### config.mk
export PLATFORM = sky130hd
export DESIGN_NAME = fetch_pc_btb
export DESIGN_NICKNAME = d
export VERILOG_FILES = /design/src/rtl/mips_core_pkg.sv /design/src/rtl/fetch_pc_btb_array.sv /design/src/rtl/fetch_pc_btb.sv
export SDC_FILE = /design/constraint.sdc
export NUM_CORES = 2
export LEC_CHECK = 0
export ABC_AREA = 1
export BUFFER_PORTS_ARGS = -buffer_cell sky130_fd_sc_hd__buf_2
export CAP_MARGIN = 20
export CORE_MARGIN = 5
export CORE_UTILIZATION = 57
export DETAILED_ROUTE_END_ITERATION = 8
export HOLD_SLACK_MARGIN = 0.05
export PLACE_DENSITY = 0.85
export SLEW_MARGIN = 20
export SYNTH_ARGS = -nofsm -noshare
export SYNTH_HDL_FRONTEND = slang
export SYNTH_SLANG_ARGS = --single-unit
### constraint.sdc
create_clock -name clk -period 29.6 [get_ports clk]
set_input_delay 2.96 -clock clk [delete_from_list [all_inputs] [get_ports clk]]
set_output_delay 2.96 -clock clk [all_outputs]
set_load 0.005 [all_outputs]
### src/rtl/mips_core_pkg.sv
// Shared core types: BTB counter encoding, BTB entry layout, reset PC.
// Exports: btb_cnt_t, btb_entry_t, RESET_PC_DEF, cnt_inc/cnt_dec/cnt_taken.
package mips_core_pkg;

  localparam int unsigned ADDR_WIDTH_DEF  = 32;
  localparam int unsigned BTB_ENTRIES_DEF = 16;
  localparam int unsigned BTB_IDX_DEF     = $clog2(BTB_ENTRIES_DEF);
  localparam int unsigned BTB_TAG_W_DEF   = ADDR_WIDTH_DEF - BTB_IDX_DEF - 2;
  localparam logic [ADDR_WIDTH_DEF-1:0] RESET_PC_DEF = 32'h0040_0000;

  // 2-bit saturating direction counter; MSB is the taken prediction.
  typedef enum logic [1:0] {
    SNT = 2'b00,
    WNT = 2'b01,
    WT  = 2'b10,
    ST  = 2'b11
  } btb_cnt_t;

  // Entry layout for the default configuration.
  typedef struct packed {
    logic                      valid;
    logic [BTB_TAG_W_DEF-1:0]  tag;
    logic [ADDR_WIDTH_DEF-1:0] target;
    btb_cnt_t                  cnt;
  } btb_entry_t;

  function automatic btb_cnt_t cnt_inc(input btb_cnt_t c);
    return (c == ST) ? ST : btb_cnt_t'(2'(c) + 2'd1);
  endfunction

  function automatic btb_cnt_t cnt_dec(input btb_cnt_t c);
    return (c == SNT) ? SNT : btb_cnt_t'(2'(c) - 2'd1);
  endfunction

  function automatic logic cnt_taken(input btb_cnt_t c);
    return (c == WT) || (c == ST);
  endfunction

endpackage

### src/rtl/fetch_pc_btb_array.sv
// Direct-mapped BTB storage: combinational lookup port, synchronous update
// port with counter saturation and allocate/invalidate, async clear.
// Ports:
//   clk, rst                  clock, async active-high reset (clears valids)
//   i_lk_pc                   lookup PC
//   o_lk_hit/o_lk_taken       hit, and predicted taken (0 on miss)
//   o_lk_target               stored target of the indexed entry
//   i_upd_*                   decode-stage resolution (valid, pc, is_branch,
//                             taken, target)
module btb_array
  import mips_core_pkg::*;
#(
  parameter int unsigned ADDR_WIDTH  = ADDR_WIDTH_DEF,
  parameter int unsigned BTB_ENTRIES = BTB_ENTRIES_DEF
) (
  input  logic                  clk,
  input  logic                  rst,
  input  logic [ADDR_WIDTH-1:0] i_lk_pc,
  output logic                  o_lk_hit,
  output logic                  o_lk_taken,
  output logic [ADDR_WIDTH-1:0] o_lk_target,
  input  logic                  i_upd_valid,
  input  logic [ADDR_WIDTH-1:0] i_upd_pc,
  input  logic                  i_upd_is_branch,
  input  logic                  i_upd_taken,
  input  logic [ADDR_WIDTH-1:0] i_upd_target
);

  localparam int unsigned IDX   = $clog2(BTB_ENTRIES);
  localparam int unsigned TAG_W = ADDR_WIDTH - IDX - 2;

  logic [BTB_ENTRIES-1:0] r_valid;
  logic [TAG_W-1:0]       r_tag    [BTB_ENTRIES];
  logic [ADDR_WIDTH-1:0]  r_target [BTB_ENTRIES];
  btb_cnt_t               r_cnt    [BTB_ENTRIES];

  logic [IDX-1:0]   w_lk_idx;
  logic [TAG_W-1:0] w_lk_tag;
  logic [IDX-1:0]   w_up_idx;
  logic [TAG_W-1:0] w_up_tag;
  logic             w_up_hit;
  logic             w_unused_low_bits;

  // Instruction alignment bits never take part in index or tag.
  assign w_unused_low_bits = ^{i_lk_pc[1:0], i_upd_pc[1:0]};

  assign w_lk_idx = i_lk_pc[IDX+1:2];
  assign w_lk_tag = i_lk_pc[ADDR_WIDTH-1:IDX+2];
  assign w_up_idx = i_upd_pc[IDX+1:2];
  assign w_up_tag = i_upd_pc[ADDR_WIDTH-1:IDX+2];

  // Lookup reads pre-update contents; writes land at the clock edge.
  assign o_lk_hit    = r_valid[w_lk_idx] && (r_tag[w_lk_idx] == w_lk_tag);
  assign o_lk_taken  = o_lk_hit && cnt_taken(r_cnt[w_lk_idx]);
  assign o_lk_target = r_target[w_lk_idx];

  assign w_up_hit = r_valid[w_up_idx] && (r_tag[w_up_idx] == w_up_tag);

  // Training: train on hit, allocate on taken-branch miss, drop non-branch aliases.
  always_ff @(posedge clk or posedge rst) begin
    if (rst) begin
      r_valid <= '0;
      for (int unsigned i = 0; i < BTB_ENTRIES; i++) begin
        r_tag[i]    <= '0;
        r_target[i] <= '0;
        r_cnt[i]    <= SNT;
      end
    end else if (i_upd_valid) begin
      if (w_up_hit) begin
        if (!i_upd_is_branch) begin
          r_valid[w_up_idx] <= 1'b0;
        end else if (i_upd_taken) begin
          r_cnt[w_up_idx]    <= cnt_inc(r_cnt[w_up_idx]);
          r_target[w_up_idx] <= i_upd_target;
        end else begin
          r_cnt[w_up_idx] <= cnt_dec(r_cnt[w_up_idx]);
        end
      end else if (i_upd_is_branch && i_upd_taken) begin
        r_valid[w_up_idx]  <= 1'b1;
        r_tag[w_up_idx]    <= w_up_tag;
        r_target[w_up_idx] <= i_upd_target;
        r_cnt[w_up_idx]    <= WT;
      end
    end
  end

endmodule

### src/rtl/fetch_pc_btb.sv
// Fetch PC generator with direct-mapped BTB prediction for the current PC.
// Ports:
//   clk, rst            clock, async active-high reset (PC <= RESET_PC)
//   if_stall            hold the PC
//   load_we/load_new_pc redirect from the hazard controller (beats stall)
//   upd_*               decode-stage branch resolution used to train the BTB
//   fetch_pc            registered fetch PC
//   pred_valid          BTB hit for fetch_pc
//   pred_taken          predicted taken (0 on miss)
//   pred_target         predicted next PC (fetch_pc+4 unless hit and taken)
module fetch_pc_btb
  import mips_core_pkg::*;
#(
  parameter int unsigned ADDR_WIDTH  = ADDR_WIDTH_DEF,
  parameter int unsigned BTB_ENTRIES = BTB_ENTRIES_DEF,
  parameter logic [ADDR_WIDTH-1:0] RESET_PC = ADDR_WIDTH'(RESET_PC_DEF)
) (
  input  logic                  clk,
  input  logic                  rst,
  input  logic                  if_stall,
  input  logic                  load_we,
  input  logic [ADDR_WIDTH-1:0] load_new_pc,
  input  logic                  upd_valid,
  input  logic [ADDR_WIDTH-1:0] upd_pc,
  input  logic                  upd_is_branch,
  input  logic                  upd_taken,
  input  logic [ADDR_WIDTH-1:0] upd_target,
  output logic [ADDR_WIDTH-1:0] fetch_pc,
  output logic                  pred_valid,
  output logic                  pred_taken,
  output logic [ADDR_WIDTH-1:0] pred_target
);

  logic [ADDR_WIDTH-1:0] r_fetch_pc;
  logic [ADDR_WIDTH-1:0] w_pc_plus4;
  logic [ADDR_WIDTH-1:0] w_next_pc;
  logic                  w_lk_hit;
  logic                  w_lk_taken;
  logic [ADDR_WIDTH-1:0] w_lk_target;

  btb_array #(
    .ADDR_WIDTH  (ADDR_WIDTH),
    .BTB_ENTRIES (BTB_ENTRIES)
  ) u_btb (
    .clk             (clk),
    .rst             (rst),
    .i_lk_pc         (r_fetch_pc),
    .o_lk_hit        (w_lk_hit),
    .o_lk_taken      (w_lk_taken),
    .o_lk_target     (w_lk_target),
    .i_upd_valid     (upd_valid),
    .i_upd_pc        (upd_pc),
    .i_upd_is_branch (upd_is_branch),
    .i_upd_taken     (upd_taken),
    .i_upd_target    (upd_target)
  );

  // Sequential fetch wraps modulo 2^ADDR_WIDTH.
  assign w_pc_plus4 = r_fetch_pc + ADDR_WIDTH'(4);

  assign pred_valid  = w_lk_hit;
  assign pred_taken  = w_lk_taken;
  assign pred_target = w_lk_taken ? w_lk_target : w_pc_plus4;

  // Next-PC priority: redirect, then stall, then prediction.
  always_comb begin
    w_next_pc = pred_target;
    if (load_we) begin
      w_next_pc = load_new_pc;
    end else if (if_stall) begin
      w_next_pc = r_fetch_pc;
    end
  end

  always_ff @(posedge clk or posedge rst) begin
    if (rst) begin
      r_fetch_pc <= RESET_PC;
    end else begin
      r_fetch_pc <= w_next_pc;
    end
  end

  assign fetch_pc = r_fetch_pc;

endmodule

# After elaboration in Yosys (flattened, before gate mapping)
# Cells that the tools add are included.
# classes
muxes,47
n_lt_le_gt_ge,6
n_eq_ne,9
n_addsub,3
n_reduce_logical,13
n_bitwise,9
# ops
op,count
$mux W512,4
$bwmux W512,1
$bwmux W416,1
$mux W32,10
$bmux W26 S4,2
$mux W26,5
$bmux W32 S4,1
$demux W32 S4,1
$demux W26 S4,1
$bwmux W32,2
$eq A26 B26 Y1,2
$mux W16,3
$add A32 B3 Y32 const B,1
$and A16 B16 Y16,2
$not A16 Y16,2
$or A16 B16 Y16,2
$bmux W2 S4,2
$mux W2,7
$ge A5 B5 Y1 const B,2
$lt A4 B5 Y1 const B,2
$not A4 Y5,2
$reduce_and A3 Y1,3
$bmux W1 S4,2
$demux W2 S4,1
other kinds (15),26
# word_totals
inputBits,103
ff_bits,1008
out_inout_bits,66

# Depth between registers and ports, before layout
# logic_depth
depth_word,10
depth_mapped,25
mapped_depth_nobuf,21

# Modules after synthesis
# Synthesis repeated with hierarchy kept, for this count alone.
# hier_totals
hier_cells,7222
area_unflattened_um2,52791.9
# by_module_without_submodules
module,n_inst,cells_per_inst,area_per_inst_um2,seq_area_each_um2
btb_array,1,6734,49857.8,24423.4
fetch_pc_btb,1,488,2934.1,802.0

# Least setup slack after synthesis
# Ideal clock, no wire load.
# synth_path
path_type,register -> output
from,register r_fetch_pc[2] (netlist: fetch_pc[2])
to,output port pred_target[17]
required_ns,26.640
arrival_ns,2.474
path_slack_ns,24.166
stages_incl_launch_ff,18
cell_sequence,dfrtp_1 > buf_4 > inv_2 > buf_2 > clkbuf_1 > o21ai_0 > o211ai_1 > nand3_1 > nand2_1 > nand2_1 > nand2_1 > nand2_1 > nor2_1 > nand3b_1 > nor2_2 > buf_2 > nand3_1 > and2_1
# synth_between
elab_chain_cells,8
word_cells_on_any_way,20
classes_between,add/sub (1); eq/ne (3); mux (12); bitwise (1); reduce/logical (3)
# synth_rtl
item,line,text
from (decl),fetch_pc_btb.sv:34,logic [ADDR_WIDTH-1:0] r_fetch_pc;
from (signal assigned),fetch_pc_btb.sv:79,r_fetch_pc <= w_next_pc;
$not A4 Y5 (not written as such),fetch_pc_btb_array.sv:53,assign o_lk_hit = r_valid[w_lk_idx] && (r_tag[w_lk_idx] == w_lk_tag);
$bmux W26 S4,fetch_pc_btb_array.sv:53,
$mux W26 (not written as such) (2 in a row),fetch_pc_btb_array.sv:53,
$eq A26 B26 Y1,fetch_pc_btb_array.sv:53,
$logic_and A1 B1 Y1 *,fetch_pc_btb_array.sv:53,
via pred_valid,fetch_pc_btb.sv:29,"output logic pred_valid,"
$logic_and A1 B1 Y1 *,fetch_pc_btb_array.sv:54,assign o_lk_taken = o_lk_hit && cnt_taken(r_cnt[w_lk_idx]);
$mux W32 *,fetch_pc_btb.sv:63,assign pred_target = w_lk_taken ? w_lk_target : w_pc_plus4;
to (decl),fetch_pc_btb.sv:31,output logic [ADDR_WIDTH-1:0] pred_target
# Mark *: on every way through the listed nets, which the timed path passes. The rest lies on a longest branch. The select of a mux whose other input is x is not followed.

# Worst setup path after layout
# layout_path
from,register r_fetch_pc[2] (netlist: fetch_pc[2])
to,output port pred_target[26]
# layout_between
elab_chain_cells,8
word_cells_on_any_way,20
classes_between,add/sub (1); eq/ne (3); mux (12); bitwise (1); reduce/logical (3)
# layout_rtl
item,line
$not A4 Y5 (not written as such),"fetch_pc_btb_array.sv:53, fetch_pc_btb_array.sv:54, fetch_pc_btb_array.sv:55"
$bmux W26 S4 / $bmux W2 S4 (equally long branches),"fetch_pc_btb_array.sv:53, fetch_pc_btb_array.sv:54"
$mux W26 (not written as such) / $mux W2 (equally long branches) (2 in a row),"fetch_pc_btb_array.sv:53, fetch_pc_btb_array.sv:54"
$eq A26 B26 Y1 / $eq A2 B2 Y1 (equally long branches),"fetch_pc_btb_array.sv:53, mips_core_pkg.sv:36"
$logic_and A1 B1 Y1 / $logic_or A1 B1 Y1 (equally long branches),"fetch_pc_btb_array.sv:53, mips_core_pkg.sv:36"
$logic_and A1 B1 Y1,fetch_pc_btb_array.sv:54
$mux W32 *,fetch_pc_btb.sv:63
# Mark *: on every way between the ends. The rest lies on a longest branch, timed or not. The select of a mux whose other input is x is not followed.

==> results <==
- The flow ran to the end, and the final reports show no timing, DRC or antenna violations.
- For this run, the post-layout net count is 7264.
- The total negative slack is 0 ns.
- The cell repeated most along the worst path is sky130_fd_sc_hd__nand2_1.
- The core region is 92100 sq um.
- Of the synthesized area, sequential elements account for 0.476.
- Along the worst path, the maximum fanout reaches 55.
- The tool flagged a number of max-cap violations equal to 0.
- The final total power is between 3 and 4 mW.
- STA puts the critical path data arrival time at 6.56 ns.
- The worst-case vdd ir drop is 0.0528 mV.
- Entering global routing, the biggest net connects 171 pins.
- The clock buffer count from CTS is about 100.
- The clock transition time at the flip-flop clock pins of the worst setup and hold paths is 0.06 ns.
- sky130_fd_sc_hd__dfrtp_1 takes more of the synthesized area than any other cell.
- The H-tree generated during clock tree synthesis spans 3 levels.
- In this run the clock root is driven by a sky130_fd_sc_hd__clkbuf_16.
- Together, buffers and inverters on the worst path number 4.
- The pre-antenna-repair detailed-routing pass consisted of 7 iterations.
- The count of final hold-check violations is 0.
- The die area is 99300 sq um.
- The overall global routing resource usage is 0.357.
- The largest individual stage delay along the critical path comes from the cell sky130_fd_sc_hd__nor2_2.
- The share of layout cells above drive strength 1 is 0.0663.
- During I/O placement, the number of pins put on the boundary was 169.
- The number of unique standard cell types used by synthesis is 40.
- The floorplan row count is approximately 110.
- Based on the critical path, the design can be clocked at up to 105 MHz.
- The maximum root-to-sink buffer count is 3.
- The area occupied by multi-input gates is 24200 sq um.
- Setup violations remaining at the end of the flow were counted as 0.
- The proportion of power drawn by flip-flops and latches is 0.439.
- The library cells used most frequently in the layout, excluding fill and tap cells, are sky130_fd_sc_hd__nand2_1, sky130_fd_sc_hd__o21ai_0, sky130_fd_sc_hd__dfrtp_1.
- The effective utilization at floorplan is 0.576.
- When the netlist entered floorplanning its net count stood at 7459.
- The worst clock skew is 0.0369 ns.
- The final global-route overflow total is 0.
- In the synthesized netlist the dominant register cell turns out to be sky130_fd_sc_hd__dfrtp_1.
- Dividing the detail-routed wire length by the instance count gives between 20 and 25 microns.
- TritonCTS built the clock tree.
- Setup repair after global routing left no endpoint under its margin.
- Compared with the post-synthesis result, the final layout area differs by 8.32%.
- The first-pass GRT wire length is roughly 280000 microns.
- The final critical path time including I/O delays and setup is roughly 9.5 ns.
- The post-synthesis average cell area is 7.21 sq um.
- The worst slew slack as a fraction of its limit is 0.239.
- Of the total power, the share spent switching nets is 0.317.
- The proportion of synthesized flip-flops having asynchronous set or reset is 1.00.
- The combinational power share is 0.194.
- The type of the worst setup path is flop to output port.
- The number of buffers inserted for hold repair after clock tree synthesis is 0.
- The slew of the pin with the lowest slew margin is around 1.1 ns.
- Among cell families on the critical path, the largest total delay comes from simple AND/OR/NAND/NOR gates.
- The buffers inserted during post-CTS setup optimization is 0.
- In this run the vertical extent of the chip is 315 microns.
- During placement, the flow inserted port buffers numbering 166.
- The internal power of the cells totals 2.62 mW.
- The number of antenna-violating nets in the routed design is 0.
- The sum of net half-perimeters after detailed placement is 105000 microns.
- The placer congestion estimate is 0.965.
- Leaving out fill and tap cells, the most frequent cell in the layout is sky130_fd_sc_hd__nand2_1.
- The total of warnings raised by yosys is 0.
- The number of violations reported at the end of detailed-routing iteration 0 is 8148.
- The via count of the first global-routing pass is about 50000.
- The final count of pins violating max slew is 0.
- In this run the static leakage power is 28.0 nW.
- The critical path goes through buf_4 -> buf_4 -> buf_4 -> o21ai_0 -> o211ai_1 -> nand3_1 -> nand2_1 -> nand2_1 -> nand2_1 -> nand2_1 -> nor2_1 -> nand3b_1 -> nor2_2 -> nand3_1 -> and2_1 -> buf_2.
- The kind of path behind the tightest hold check is flop to flop.
- For this design, the sink count on the clock tree is just over 1000.
- The required time at the worst-slack endpoint is 26.64 ns.
- The register bit total from synthesis is 1008.
- By area the synthesized netlist is led by sky130_fd_sc_hd__dfrtp_1, sky130_fd_sc_hd__nand2_1, sky130_fd_sc_hd__o21ai_0.
- The combined flip-flop and latch cell area is 25200 sq um.
- The count of unresolved DRC violations after routing is 0.
- Fill cells in the final layout number 7776.
- Summed over all layers, the routed wires come to 181000 microns.
- The number of standard cells after synthesis is 7355.
- The initial antenna violation count is 13.
- Power spread over the standard cell area amounts to ~67 nW/um^2.
- The count of cells resized by post-cts repair is 0.
- The clock network power share is 0.367.
- The synthesized netlist occupies a cell area of 53000 sq um.
- The final clock period utilization by the worst path is 0.322.
- For the worst-skew pair, the clock arrives at the later sink with an insertion delay of 0.71 ns.
- The number of vias after detailed routing is 52300.
- In this run the power spent charging and discharging nets is 1.22 mW.
- In the routed layout, each cell is associated on average with a via count of between 6 and 7.
- On the worst path, the slowest cell contributes a delay of 0.88 ns.
- The number of flops mapped to enable cells by yosys is 0.
- The element type at the critical path end is an output port.
- The critical path launch point type is a flop.
- The share of synthesized area in the top cell type comes to 0.475.
- The die width is 315 microns.
==> cell usage after synthesis (19+ instances only) <==
cell                          n
sky130_fd_sc_hd__o21ai_0   1427
sky130_fd_sc_hd__o21ai_1     96
sky130_fd_sc_hd__nor2_1     669
sky130_fd_sc_hd__o22ai_1     69
sky130_fd_sc_hd__a21oi_1     72
sky130_fd_sc_hd__buf_4       33
sky130_fd_sc_hd__dfrtp_1   1007
sky130_fd_sc_hd__buf_2      145
sky130_fd_sc_hd__inv_1      330
sky130_fd_sc_hd__nand4_1     26
sky130_fd_sc_hd__and2_1      21
sky130_fd_sc_hd__o211ai_1    92
sky130_fd_sc_hd__nor3_1      25
sky130_fd_sc_hd__xor2_1      26
sky130_fd_sc_hd__clkbuf_1   336
sky130_fd_sc_hd__o221ai_1    29
sky130_fd_sc_hd__nand2_1   2585
sky130_fd_sc_hd__nand3_1    273
sky130_fd_sc_hd__buf_1       19
==> worst register-to-register path, stage by stage, from the launching register on <==
cell and delay (ns):
sky130_fd_sc_hd__dfrtp_4 0.69, sky130_fd_sc_hd__buf_4 0.65, sky130_fd_sc_hd__buf_4 0.71, sky130_fd_sc_hd__buf_4 0.69
sky130_fd_sc_hd__o21ai_0 0.23, sky130_fd_sc_hd__o211ai_1 0.21, sky130_fd_sc_hd__nand3_1 0.32, sky130_fd_sc_hd__nand2_1 0.21
sky130_fd_sc_hd__nand2_1 0.06, sky130_fd_sc_hd__nand2_1 0.14, sky130_fd_sc_hd__nand2_1 0.07, sky130_fd_sc_hd__nor2_1 0.15
sky130_fd_sc_hd__nand3b_1 0.11, sky130_fd_sc_hd__nor2_2 0.88, sky130_fd_sc_hd__nand3_1 0.32, sky130_fd_sc_hd__nand3_1 0.21
sky130_fd_sc_hd__nand2_1 0.08
==> layout make-up <==
cell class / count / share of cell area
Sequential cell: 1008 / 0.439
Timing Repair Buffer: 242 / 0.0255
Antenna cell: 2 / 0.0000871
Tap cell: 1243 / 0.0271
Multi-Input combinational cell: 5468 / 0.421
Clock buffer: 153 / 0.0535
Inverter: 337 / 0.0223
Clock inverter: 36 / 0.0108
==> worst paths after layout <==
check / cells past startpoint / to / slack [ns] / startpoint
min: 2 / u_btb.r_cnt[27] / 0.47 / u_btb.r_cnt[27]
max in group asynchronous: 6 / u_btb.r_tag[125] / 23.85 / rst
min reg2reg: 2 / u_btb.r_cnt[27] / 0.47 / u_btb.r_cnt[27]
max reg2reg: 16 / fetch_pc[26] / 23.75 / fetch_pc[2]
min in group asynchronous: 2 / u_btb.r_target[236] / 2.28 / rst
max: 16 / pred_target[26] / 20.08 / fetch_pc[2]
==> sequential cells by signal, summed over array words and instances, names as in the netlist, named ones only <==
signal and count:
u_btb.r_cnt 32, fetch_pc 32, u_btb.r_target 512, u_btb.r_tag 416
==> power groups by stage <==
stage	Clock [mW]	Sequential [mW]	Combinational, mW
final	1.41	1.69	0.744
after global routing	1.47	1.70	0.829
after CTS	1.41	1.68	0.724
after detailed placement	0	1.70	0.715
after global placement	0	1.69	0.693
after floorplan	0	1.67	0.518
==> kinds of logic (layout without fill, tap and decap cells) <==
logic type,count (synthesis),in the layout,share of synthesized area
flip-flops,1008,1008,0.476
adder cells (fa/ha/maj),1,1,0.000236
AND/OR/NAND/NOR,3639,3639,0.272
buffers and inverters,879,768,0.0693
XOR/XNOR,26,26,0.00429
AO/OA/AOI/OAI,1802,1802,0.179
other,0,2,0
==> metal layers <==
| metal | share of wire | GRT usage | up-vias |
|---|---|---|---|
| met5 | 0.00036 | 0 | - |
| met4 | 0.065 | 0.208 | 10 |
| met3 | 0.14 | 0.110 | 779 |
| met2 | 0.43 | 0.537 | 3803 |
| met1 | 0.36 | 0.458 | 24300 |
| li1 | - | - | 23500 |
==> metrics by stage <==
step	utilization	instance area (sq um)	std cells	setup slack, ns	hold slack (ns)
global route	0.624	57500	8489	19.85	0.489
finish	0.624	57500	8489	20.08	0.474
CTS	0.623	57400	8486	20.07	0.473
floorplan	-	53000	7355	12.75	0.442
global placement	0.583	53700	8297	20.91	0.455
detailed placement	0.583	53700	8297	20.83	0.458
Power figures use the tool's default switching activity.
